--- config.mk ---
export PLATFORM = sky130hd
export DESIGN_NAME = fetch_queue_unit_flat
export DESIGN_NICKNAME = d
export VERILOG_FILES = /design/src/rtl/fetch_queue_unit_if.sv /design/src/rtl/fetch_queue_unit.sv /design/src/flat_wrapper.sv
export SDC_FILE = /design/constraint.sdc
export NUM_CORES = 1
export LEC_CHECK = 0
export CORE_MARGIN = 5
export CORE_UTILIZATION = 45
export CTS_CLUSTER_DIAMETER = 100
export DETAILED_ROUTE_END_ITERATION = 7
export PLACE_DENSITY = 0.7
export SLEW_MARGIN = 15
export SYNTH_ARGS = -nofsm -noshare
export SYNTH_HDL_FRONTEND = slang
export SYNTH_SLANG_ARGS = --single-unit
--- constraint.sdc ---
create_clock -name clk -period 4.8 [get_ports clk]
set_input_delay 0.96 -clock clk [delete_from_list [all_inputs] [get_ports clk]]
set_output_delay 0.96 -clock clk [all_outputs]
set_load 0.05 [all_outputs]
--- src/rtl/fetch_queue_unit_if.sv ---
// Fetch-queue port bundle: instruction-memory side, decode-side valid/ready,
// redirect request and status. The unit is the master; its environment is the slave.
interface fetch_queue_unit_if #(
    parameter int ADDR_W = 32,
    parameter int DEPTH  = 4
);
    localparam int CW = $clog2(DEPTH) + 1;

    logic [ADDR_W-1:0] imem_addr;
    logic              imem_en;
    logic [31:0]       imem_instr;

    logic              valid;
    logic              ready;
    logic [31:0]       instr;
    logic [ADDR_W-1:0] pc;
    logic [ADDR_W-1:0] pc_plus4;

    logic              redirect;
    logic [1:0]        redirect_mode;
    logic [ADDR_W-1:0] redirect_base;
    logic [25:0]       redirect_imm;
    logic [ADDR_W-1:0] redirect_reg;

    logic              misalign;
    logic [CW-1:0]     count;

    modport master (
        output imem_addr, imem_en,
        input  imem_instr,
        output valid, instr, pc, pc_plus4,
        input  ready,
        input  redirect, redirect_mode, redirect_base, redirect_imm, redirect_reg,
        output misalign, count
    );

    modport slave (
        input  imem_addr, imem_en,
        output imem_instr,
        input  valid, instr, pc, pc_plus4,
        output ready,
        output redirect, redirect_mode, redirect_base, redirect_imm, redirect_reg,
        input  misalign, count
    );
endinterface

--- src/rtl/fetch_queue_unit.sv ---
// Instruction-fetch front end: owns the fetch PC, reads a combinational imem and
// buffers {pc, instr} pairs in a circular queue; branch/jump/jr redirects flush it.
module fetch_queue_unit #(
    parameter int              ADDR_W   = 32,
    parameter int              DEPTH    = 4,
    parameter logic [ADDR_W-1:0] RESET_PC = '0
) (
    input  logic                clk,
    input  logic                rst_n,
    fetch_queue_unit_if.master  fq
);
    localparam int PW = $clog2(DEPTH);
    localparam int CW = PW + 1;
    localparam logic [ADDR_W-1:0] FOUR = ADDR_W'(4);

    logic [ADDR_W-1:0] fetch_pc_reg;
    logic [PW-1:0]     wr_ptr_reg;
    logic [PW-1:0]     rd_ptr_reg;
    logic [CW-1:0]     count_reg;
    logic              misalign_reg;

    logic [ADDR_W-1:0] pc_mem    [DEPTH];
    logic [31:0]       instr_mem [DEPTH];

    logic [ADDR_W-1:0] base_plus4;
    logic [ADDR_W-1:0] sext_imm;
    logic [ADDR_W-1:0] branch_target;
    logic [ADDR_W-1:0] jump_target;
    logic [ADDR_W-1:0] raw_target;
    logic              empty;
    logic              full;
    logic              pop;
    logic              push;
    logic [CW-1:0]     count_next;

    // Redirect target arithmetic, all modulo 2^ADDR_W.
    assign base_plus4    = fq.redirect_base + FOUR;
    assign sext_imm      = {{(ADDR_W-16){fq.redirect_imm[15]}}, fq.redirect_imm[15:0]};
    assign branch_target = base_plus4 + (sext_imm << 2);
    assign jump_target   = {base_plus4[ADDR_W-1:28], fq.redirect_imm, 2'b00};

    always_comb begin
        raw_target = fq.redirect_reg;
        case (fq.redirect_mode)
            2'b00:   raw_target = branch_target;
            2'b01:   raw_target = jump_target;
            default: raw_target = fq.redirect_reg;
        endcase
    end

    assign empty      = (count_reg == '0);
    assign full       = (count_reg == CW'(DEPTH));
    assign pop        = !empty && fq.ready;
    // A pop frees the head slot in the same edge, so a full queue can still accept.
    assign push       = !fq.redirect && (!full || pop);
    assign count_next = count_reg + CW'(push) - CW'(pop);

    always_ff @(posedge clk or negedge rst_n) begin
        if (!rst_n) begin
            fetch_pc_reg <= RESET_PC;
            wr_ptr_reg   <= '0;
            rd_ptr_reg   <= '0;
            count_reg    <= '0;
            misalign_reg <= 1'b0;
        end else if (fq.redirect) begin
            // Flush dominates any same-cycle pop; the wrong-path word is dropped.
            fetch_pc_reg <= {raw_target[ADDR_W-1:2], 2'b00};
            wr_ptr_reg   <= '0;
            rd_ptr_reg   <= '0;
            count_reg    <= '0;
            if (raw_target[1:0] != 2'b00) begin
                misalign_reg <= 1'b1;
            end
        end else begin
            if (push) begin
                fetch_pc_reg <= fetch_pc_reg + FOUR;
                wr_ptr_reg   <= wr_ptr_reg + PW'(1);
            end
            if (pop) begin
                rd_ptr_reg <= rd_ptr_reg + PW'(1);
            end
            count_reg <= count_next;
        end
    end

    // Queue storage carries no reset; occupancy alone decides what is visible.
    always_ff @(posedge clk) begin
        if (push) begin
            pc_mem[wr_ptr_reg]    <= fetch_pc_reg;
            instr_mem[wr_ptr_reg] <= fq.imem_instr;
        end
    end

    assign fq.imem_addr = fetch_pc_reg;
    assign fq.imem_en   = push;
    assign fq.valid     = !empty;
    assign fq.instr     = empty ? 32'd0 : instr_mem[rd_ptr_reg];
    assign fq.pc        = empty ? '0 : pc_mem[rd_ptr_reg];
    assign fq.pc_plus4  = empty ? '0 : pc_mem[rd_ptr_reg] + FOUR;
    assign fq.misalign  = misalign_reg;
    assign fq.count     = count_reg;
endmodule

--- src/flat_wrapper.sv ---
// flat-port wrapper written by rule: the top's interface ports become plain ports
module fetch_queue_unit_flat 
#(
    parameter int              ADDR_W   = 32,
    parameter int              DEPTH    = 4,
    parameter logic [ADDR_W-1:0] RESET_PC = '0
)
  (clk, rst_n, fq_imem_addr, fq_imem_en, fq_imem_instr, fq_valid, fq_instr, fq_pc, fq_pc_plus4, fq_ready, fq_redirect, fq_redirect_mode, fq_redirect_base, fq_redirect_imm, fq_redirect_reg, fq_misalign, fq_count);
  fetch_queue_unit_if #(.ADDR_W(ADDR_W), .DEPTH(DEPTH)) fq_i ();
  input  logic clk;
  input  logic rst_n;
  output wire logic [$bits(fq_i.imem_addr)-1:0] fq_imem_addr;
  output wire logic [$bits(fq_i.imem_en)-1:0] fq_imem_en;
  input wire logic [$bits(fq_i.imem_instr)-1:0] fq_imem_instr;
  output wire logic [$bits(fq_i.valid)-1:0] fq_valid;
  output wire logic [$bits(fq_i.instr)-1:0] fq_instr;
  output wire logic [$bits(fq_i.pc)-1:0] fq_pc;
  output wire logic [$bits(fq_i.pc_plus4)-1:0] fq_pc_plus4;
  input wire logic [$bits(fq_i.ready)-1:0] fq_ready;
  input wire logic [$bits(fq_i.redirect)-1:0] fq_redirect;
  input wire logic [$bits(fq_i.redirect_mode)-1:0] fq_redirect_mode;
  input wire logic [$bits(fq_i.redirect_base)-1:0] fq_redirect_base;
  input wire logic [$bits(fq_i.redirect_imm)-1:0] fq_redirect_imm;
  input wire logic [$bits(fq_i.redirect_reg)-1:0] fq_redirect_reg;
  output wire logic [$bits(fq_i.misalign)-1:0] fq_misalign;
  output wire logic [$bits(fq_i.count)-1:0] fq_count;
  assign fq_imem_addr = fq_i.imem_addr;
  assign fq_imem_en = fq_i.imem_en;
  assign fq_i.imem_instr = fq_imem_instr;
  assign fq_valid = fq_i.valid;
  assign fq_instr = fq_i.instr;
  assign fq_pc = fq_i.pc;
  assign fq_pc_plus4 = fq_i.pc_plus4;
  assign fq_i.ready = fq_ready;
  assign fq_i.redirect = fq_redirect;
  assign fq_i.redirect_mode = fq_redirect_mode;
  assign fq_i.redirect_base = fq_redirect_base;
  assign fq_i.redirect_imm = fq_redirect_imm;
  assign fq_i.redirect_reg = fq_redirect_reg;
  assign fq_misalign = fq_i.misalign;
  assign fq_count = fq_i.count;
  fetch_queue_unit #(.ADDR_W(ADDR_W), .DEPTH(DEPTH), .RESET_PC(RESET_PC)) u_core (.clk(clk), .rst_n(rst_n), .fq(fq_i));
endmodule
=== After elaboration in Yosys (flattened, before gate mapping) ===
Memories as Yosys holds them, arrays and structs flattened.
Cells that the tools add are included.

* Word-level logic and storage cells: 42
* Output and inout bits: 134
* Memories kept: 2
* Register bits: 40
* Bits of input ports: 128
* Memory bits (writable): 256

{| class="wikitable"
|+ Memory list
! memory !! words !! width !! read ports !! clocked after Yosys merged registers in !! wr ports !! RTL line !! RTL
|-
| u_core.instr_mem || 4 || 32 || 1 || 0 || 1 || fetch_queue_unit.sv:23 || <nowiki>logic [31:0] instr_mem [DEPTH];</nowiki>
|-
| u_core.pc_mem || 4 || 32 || 1 || 0 || 1 || fetch_queue_unit.sv:22 || <nowiki>logic [ADDR_W-1:0] pc_mem [DEPTH];</nowiki>
|}

* Eq/ne operators: 2
* Reductions and logical operators: 12
* Muxes and demuxes: 13
* Add/sub/neg operators: 8

{| class="wikitable"
|+ Operators by type and width
! operator !! number
|-
| 32-bit two-way mux || 5
|-
| 32-bit by 3-bit adder with 32-bit output (second input constant) || 3
|-
| 32-bit one-hot mux with 2 select lines || 1
|-
| 32-bit adder || 1
|-
| 2-bit two-way mux || 4
|-
| 2-bit nonzero test || 3
|-
| 2-bit by 1-bit adder with 2-bit output (second input constant) || 2
|-
| 3-bit by 1-bit adder with 3-bit output || 1
|-
| 3-bit == test (second input constant) || 1
|-
| 1-bit zero test || 3
|-
| 3-bit zero test || 1
|-
| 3-bit two-way mux || 1
|-
| 3-bit by 1-bit subtractor with 3-bit output || 1
|-
| 2-bit by 1-bit == test with 1-bit output (second input constant) || 1
|-
| 1-bit logical AND || 2
|-
| 2-bit zero test || 1
|-
| 1-bit two-way mux || 2
|-
| 2-bit AND reduction || 1
|-
| 1-bit logical OR || 1
|}

=== Longest topological paths before layout ===
* Depth in word-level cells: 8
* Gate-level depth with buffers: 16
* Mapped depth without buffers: 15

=== Least setup slack after synthesis ===
Ideal clock, no wire load.

* Kind: input to register
* Start point: input port fq_redirect_base[7]
* End point: register u_core.fetch_pc_reg[30], in the netlist u_core.fq.imem_addr[30]
* Slack: 0.734 ns
* Arrival: 3.936 ns
* Buffers on the path: 1
* Required time: 4.670 ns
* Library setup time: 0.130 ns
* Stages on the path: 15
* Cells stage by stage: nand4_1 -> or2_0 -> nor3_2 -> nand3_1 -> xnor2_1 -> ha_1 -> clkbuf_1 -> nand4_1 -> nor4_1 -> o21ai_0 -> and3_1 -> o311a_1 -> o21a_1 -> o21a_1 -> a2bb2oi_1

* Longest elaborated chain between the ends: 4

{| class="wikitable"
|+ RTL lines
! element !! RTL line !! RTL
|-
| start, declared || flat_wrapper.sv:22 || <nowiki>input wire logic [$bits(fq_i.redirect_base)-1:0] fq_redirect_base;</nowiki>
|-
| 32-bit by 3-bit adder with 32-bit output * || fetch_queue_unit.sv:37 || <nowiki>assign base_plus4 = fq.redirect_base + FOUR;</nowiki>
|-
| 32-bit adder || fetch_queue_unit.sv:39 || <nowiki>assign branch_target = base_plus4 + (sext_imm << 2);</nowiki>
|-
| 32-bit one-hot mux with 2 select lines * || fetch_queue_unit.sv:44 || <nowiki>case (fq.redirect_mode)</nowiki>
|-
| 32-bit two-way mux * || fetch_queue_unit.sv:65 || <nowiki>end else if (fq.redirect) begin</nowiki>
|-
| end signal, assigned || fetch_queue_unit.sv:67 || <nowiki>fetch_pc_reg <= {raw_target[ADDR_W-1:2], 2'b00};</nowiki>
|-
| end signal, assigned || fetch_queue_unit.sv:76 || <nowiki>fetch_pc_reg <= fetch_pc_reg + FOUR;</nowiki>
|-
| end, declared || fetch_queue_unit.sv:16 || <nowiki>logic [ADDR_W-1:0] fetch_pc_reg;</nowiki>
|}

Mark *: on every way between the ends. The rest lies on a longest branch, timed or not.
A chain may end at the register's enable or synchronous reset.

=== Final worst setup path ===
* Start point: register u_core.rd_ptr_reg[0]
* End point: output port fq_pc_plus4[15]

* Longest elaborated chain between the ends: 3

{| class="wikitable"
|+ RTL lines
! element !! RTL line !! RTL
|-
| start, declared || fetch_queue_unit.sv:18 || <nowiki>logic [PW-1:0] rd_ptr_reg;</nowiki>
|-
| start signal, assigned || fetch_queue_unit.sv:80 || <nowiki>rd_ptr_reg <= rd_ptr_reg + PW'(1);</nowiki>
|-
| memory read 4 x 32 bit || - ||
|-
| 32-bit by 3-bit adder with 32-bit output || fetch_queue_unit.sv:99 || <nowiki>assign fq.pc_plus4 = empty ? '0 : pc_mem[rd_ptr_reg] + FOUR;</nowiki>
|-
| 32-bit two-way mux || fetch_queue_unit.sv:99 ||
|-
| end, declared || flat_wrapper.sv:18 || <nowiki>output wire logic [$bits(fq_i.pc_plus4)-1:0] fq_pc_plus4;</nowiki>
|}

Every way passes these cells.

==> impl_metrics.py <==
metrics = {
    "clocking": {
        "clock_sinks": 286,
        "htree_levels": 1,
        "cts_buffers": 28,
        "clk_pin_slew_ns": 0.06,
        "cts_tree": "done",
        "clockRootBuffer": "clkbuf_16",
        "worstSkewPairLatency_ns": 0.54,
        "postCtsSetupBuffers": 0,
        "clk_path_buf_depth": 3,
    },
    "grt": {
        "grt_pass1_wl_um": 62730,
        "antenna_found_initial": 1,
        "grt_pass1_vias": 10793,
        "grtUsageTotal_pct": 20.81,
        "grt_max_degree": 64,
        "overflow": 0,
    },
    "layout": {
        "final_cells": 1916,
        "fill_cells": 2734,
        "fin_nets": 1620,
        "top_register": "u_core.instr_mem",
        "area_growth_syn_to_layout_pct": 27.54,
        "diodes": 0,
        "drive_gt1_share_pct": 12.47,
        "largest_reg_flops": 128,
        "fin_util_pct": 57.77,
    },
    "detailed_routing": {
        "drt-initial-drc-count": 567,
        "avgViaCountPerCell": 5.473,
        "detail_route.wl_per_cell_um": 20.59,
        "ant_nets": 0,
        "wl_um": 39450,
        "drc": 0,
        "vias": 10487,
        "drt-pass1-iter-count": 5,
    },
    "worst_hold_path": {
        "min_path_type": "in -> async",
    },
    "yosys": {
        "yosysTopAreaCellShare_pct": 49.28,
        "syn_avg_cell_area_um2": 13.04,
        "ys_top_cells_by_area": "edfxtp_1 (49%), dfrtp_1 (6.3%), mux4_2 (5.5%), mux4_1 (4.2%), ha_1 (3.6%)",
        "synthCells": 1159,
        "ys_warn_count": 0,
        "synth-seq-cells": 286,
        "synth_area_leader_cell": "edfxtp_1",
        "yosysMostFrequentCell": "edfxtp_1",
        "ys_types": 78,
        "synthFlopType": "edfxtp_1",
        "synth_commonest_cells": "edfxtp_1 (248), nor2_1 (91), nand2_1 (85)",
        "async_flop_share_pct": 13.29,
        "ys_seq_area_share_pct": 55.57,
        "syn_area_um2": 15110,
        "synth_edf_count": 248,
    },
    "floorplanning": {
        "die_x_um": 193.3,
        "dieArea_um2": 37350,
        "ios": 262,
        "start_util_pct": 45.30,
        "core-area_um2": 33360,
        "rows": 67,
        "die_h_um": 193.3,
    },
    "setup_path": {
        "critPathMaxFanout": 21,
        "worst_r2r_startpoint": "u_core.fq.count[1]",
        "cp-start-kind": "flop",
        "rrSetupSlack_ns": 2.03,
        "endpoint_kind": "primary output",
        "cp.required_ns": 3.84,
        "rr_worst_depth": 11,
        "reg2reg_to": "u_core.fq.count[2]",
        "arrival_ns": 3.62,
        "path_class": "reg -> out",
    },
    "timing": {
        "setup_violations": 0,
        "rsz0062_at_grt": "no",
        "skew_ns": 0.01698,
        "fin_crit_sh_pct": 95.43,
        "fin_crit_ns": 4.581,
        "maxSlewViolCount": 0,
        "worst_hold_slack_ns": 0.5324,
        "clock.fmax_mhz": 218.3,
        "slew_headroom_pct": 40.84,
        "tns_ns": 0,
        "hold_viol": 0,
        "tightestPinTransition_ns": 0.8874,
    },
    "placed_design": {
        "gp_congestion": 0.9230,
        "port_buffers": 255,
        "dp_cells": 1865,
        "place_hpwl_um": 29110,
    },
    "job": {
        "cap_viol_max_count": 0,
    },
    "power": {
        "peakVddDrop_v": 0.0003736,
        "p_leak_uw": 0.006874,
        "p_per_area_nw_per_um2": 552.0,
    },
    "outcome": {
        "status": "finished clean",
    },
}
[per-stage QoR]
stage / area (µm²) / setup WS, ns / total power [µW]
global route: 19280 / 0.002664 / 11140
global placement: 18350 / 0.1224 / 8538
detailed placement: 18350 / 0.1113 / 8581
CTS: 19260 / 0.05263 / 10740
finish: 19280 / 0.2193 / 10640
floorplan: 15130 / 0.7336 / 6827
[worst max-delay path by stage]
stage,from,endpoint
6_report,u_core.rd_ptr_reg[0],fq_pc_plus4[15]
5_1_grt,u_core.rd_ptr_reg[0],fq_pc_plus4[26]
4_1_cts,u_core.rd_ptr_reg[0],fq_pc_plus4[11]
3_5_place_dp,fq_redirect_base[2],u_core.fq.imem_addr[30]
3_3_place_gp,fq_redirect_base[2],u_core.fq.imem_addr[30]
2_1_floorplan,fq_redirect_base[7],u_core.fq.imem_addr[30]
[where the power goes]
group          leakage [µW]  internal [µW]  switching, µW
Clock              0.000455           1280            896
Sequential          0.00271           3060            219
Combinational       0.00371           1810           3370
Total               0.00687           6150           4490
[kinds of logic after synthesis]
logic type / share of synthesized area, %
compound gates: 7.931
xor+xnor: 6.143
simple gates: 13.28
fa+ha+maj: 3.825
other cells: 0.02481
flops: 55.57
buf+inv: 2.732
mux: 10.50
[per-layer routing]
metal	track usage, %	vias up	part of all wire (%)
met5	0	-	0.030
met3	4.801	35	7.1
met4	3.226	2	1.3
met1	28.74	5159	44
met2	34.71	334	48
li1	-	4957	-
[cells in the final DEF, fill, tap and decap left out, drive strengths merged, types with 8 or more instances in the layout]
| master | count |
|---|---|
| mux2i | 10 |
| xor2 | 46 |
| nand3 | 35 |
| and2 | 72 |
| o21ai | 45 |
| o211ai | 18 |
| dfrtp | 38 |
| nor3 | 16 |
| ha | 43 |
| xnor2 | 60 |
| clkbuf | 31 |
| a21o | 9 |
| a31oi | 10 |
| mux4 | 61 |
| inv | 24 |
| and4 | 8 |
| nor2 | 91 |
| buf | 66 |
| edfxtp | 248 |
| nand4 | 19 |
| clkdlybuf4s50 | 233 |
| clkinv | 17 |
| and3 | 20 |
| a21oi | 51 |
| nand2 | 86 |
[critical path, cell delays in order, from the launching register on]
cell           delay, ns
dfrtp_4             0.65
mux4_1              0.48
and2_1              0.16
and4_1              0.28
buf_4               0.16
nand4_1             0.18
or3_1               0.39
a21oi_1             0.17
dlygate4sd2_1       0.59
[final cells by class]
cell class	instances	area [µm²]	share of cell area (%)
inverters	26	97.59	0.5063
flip-flops and latches	286	8403	43.59
multi-input cells	795	6331	32.84
clock inverters	20	211.5	1.097
well taps	448	560.5	2.908
repair buffers	310	2960	15.36
clock buffers	31	711.9	3.693
[timing repair]
| action | in CTS | in global routing |
|---|---|---|
| gates resized for setup | 8 | 5 |
| hold buffers | 0 | 0 |
| pin swaps | 0 | 0 |
| setup endpoints to repair | 8 | 4 |
| endpoints found under the hold margin | 0 | 0 |
No activity file was read; power rests on OpenSTA's default activity.
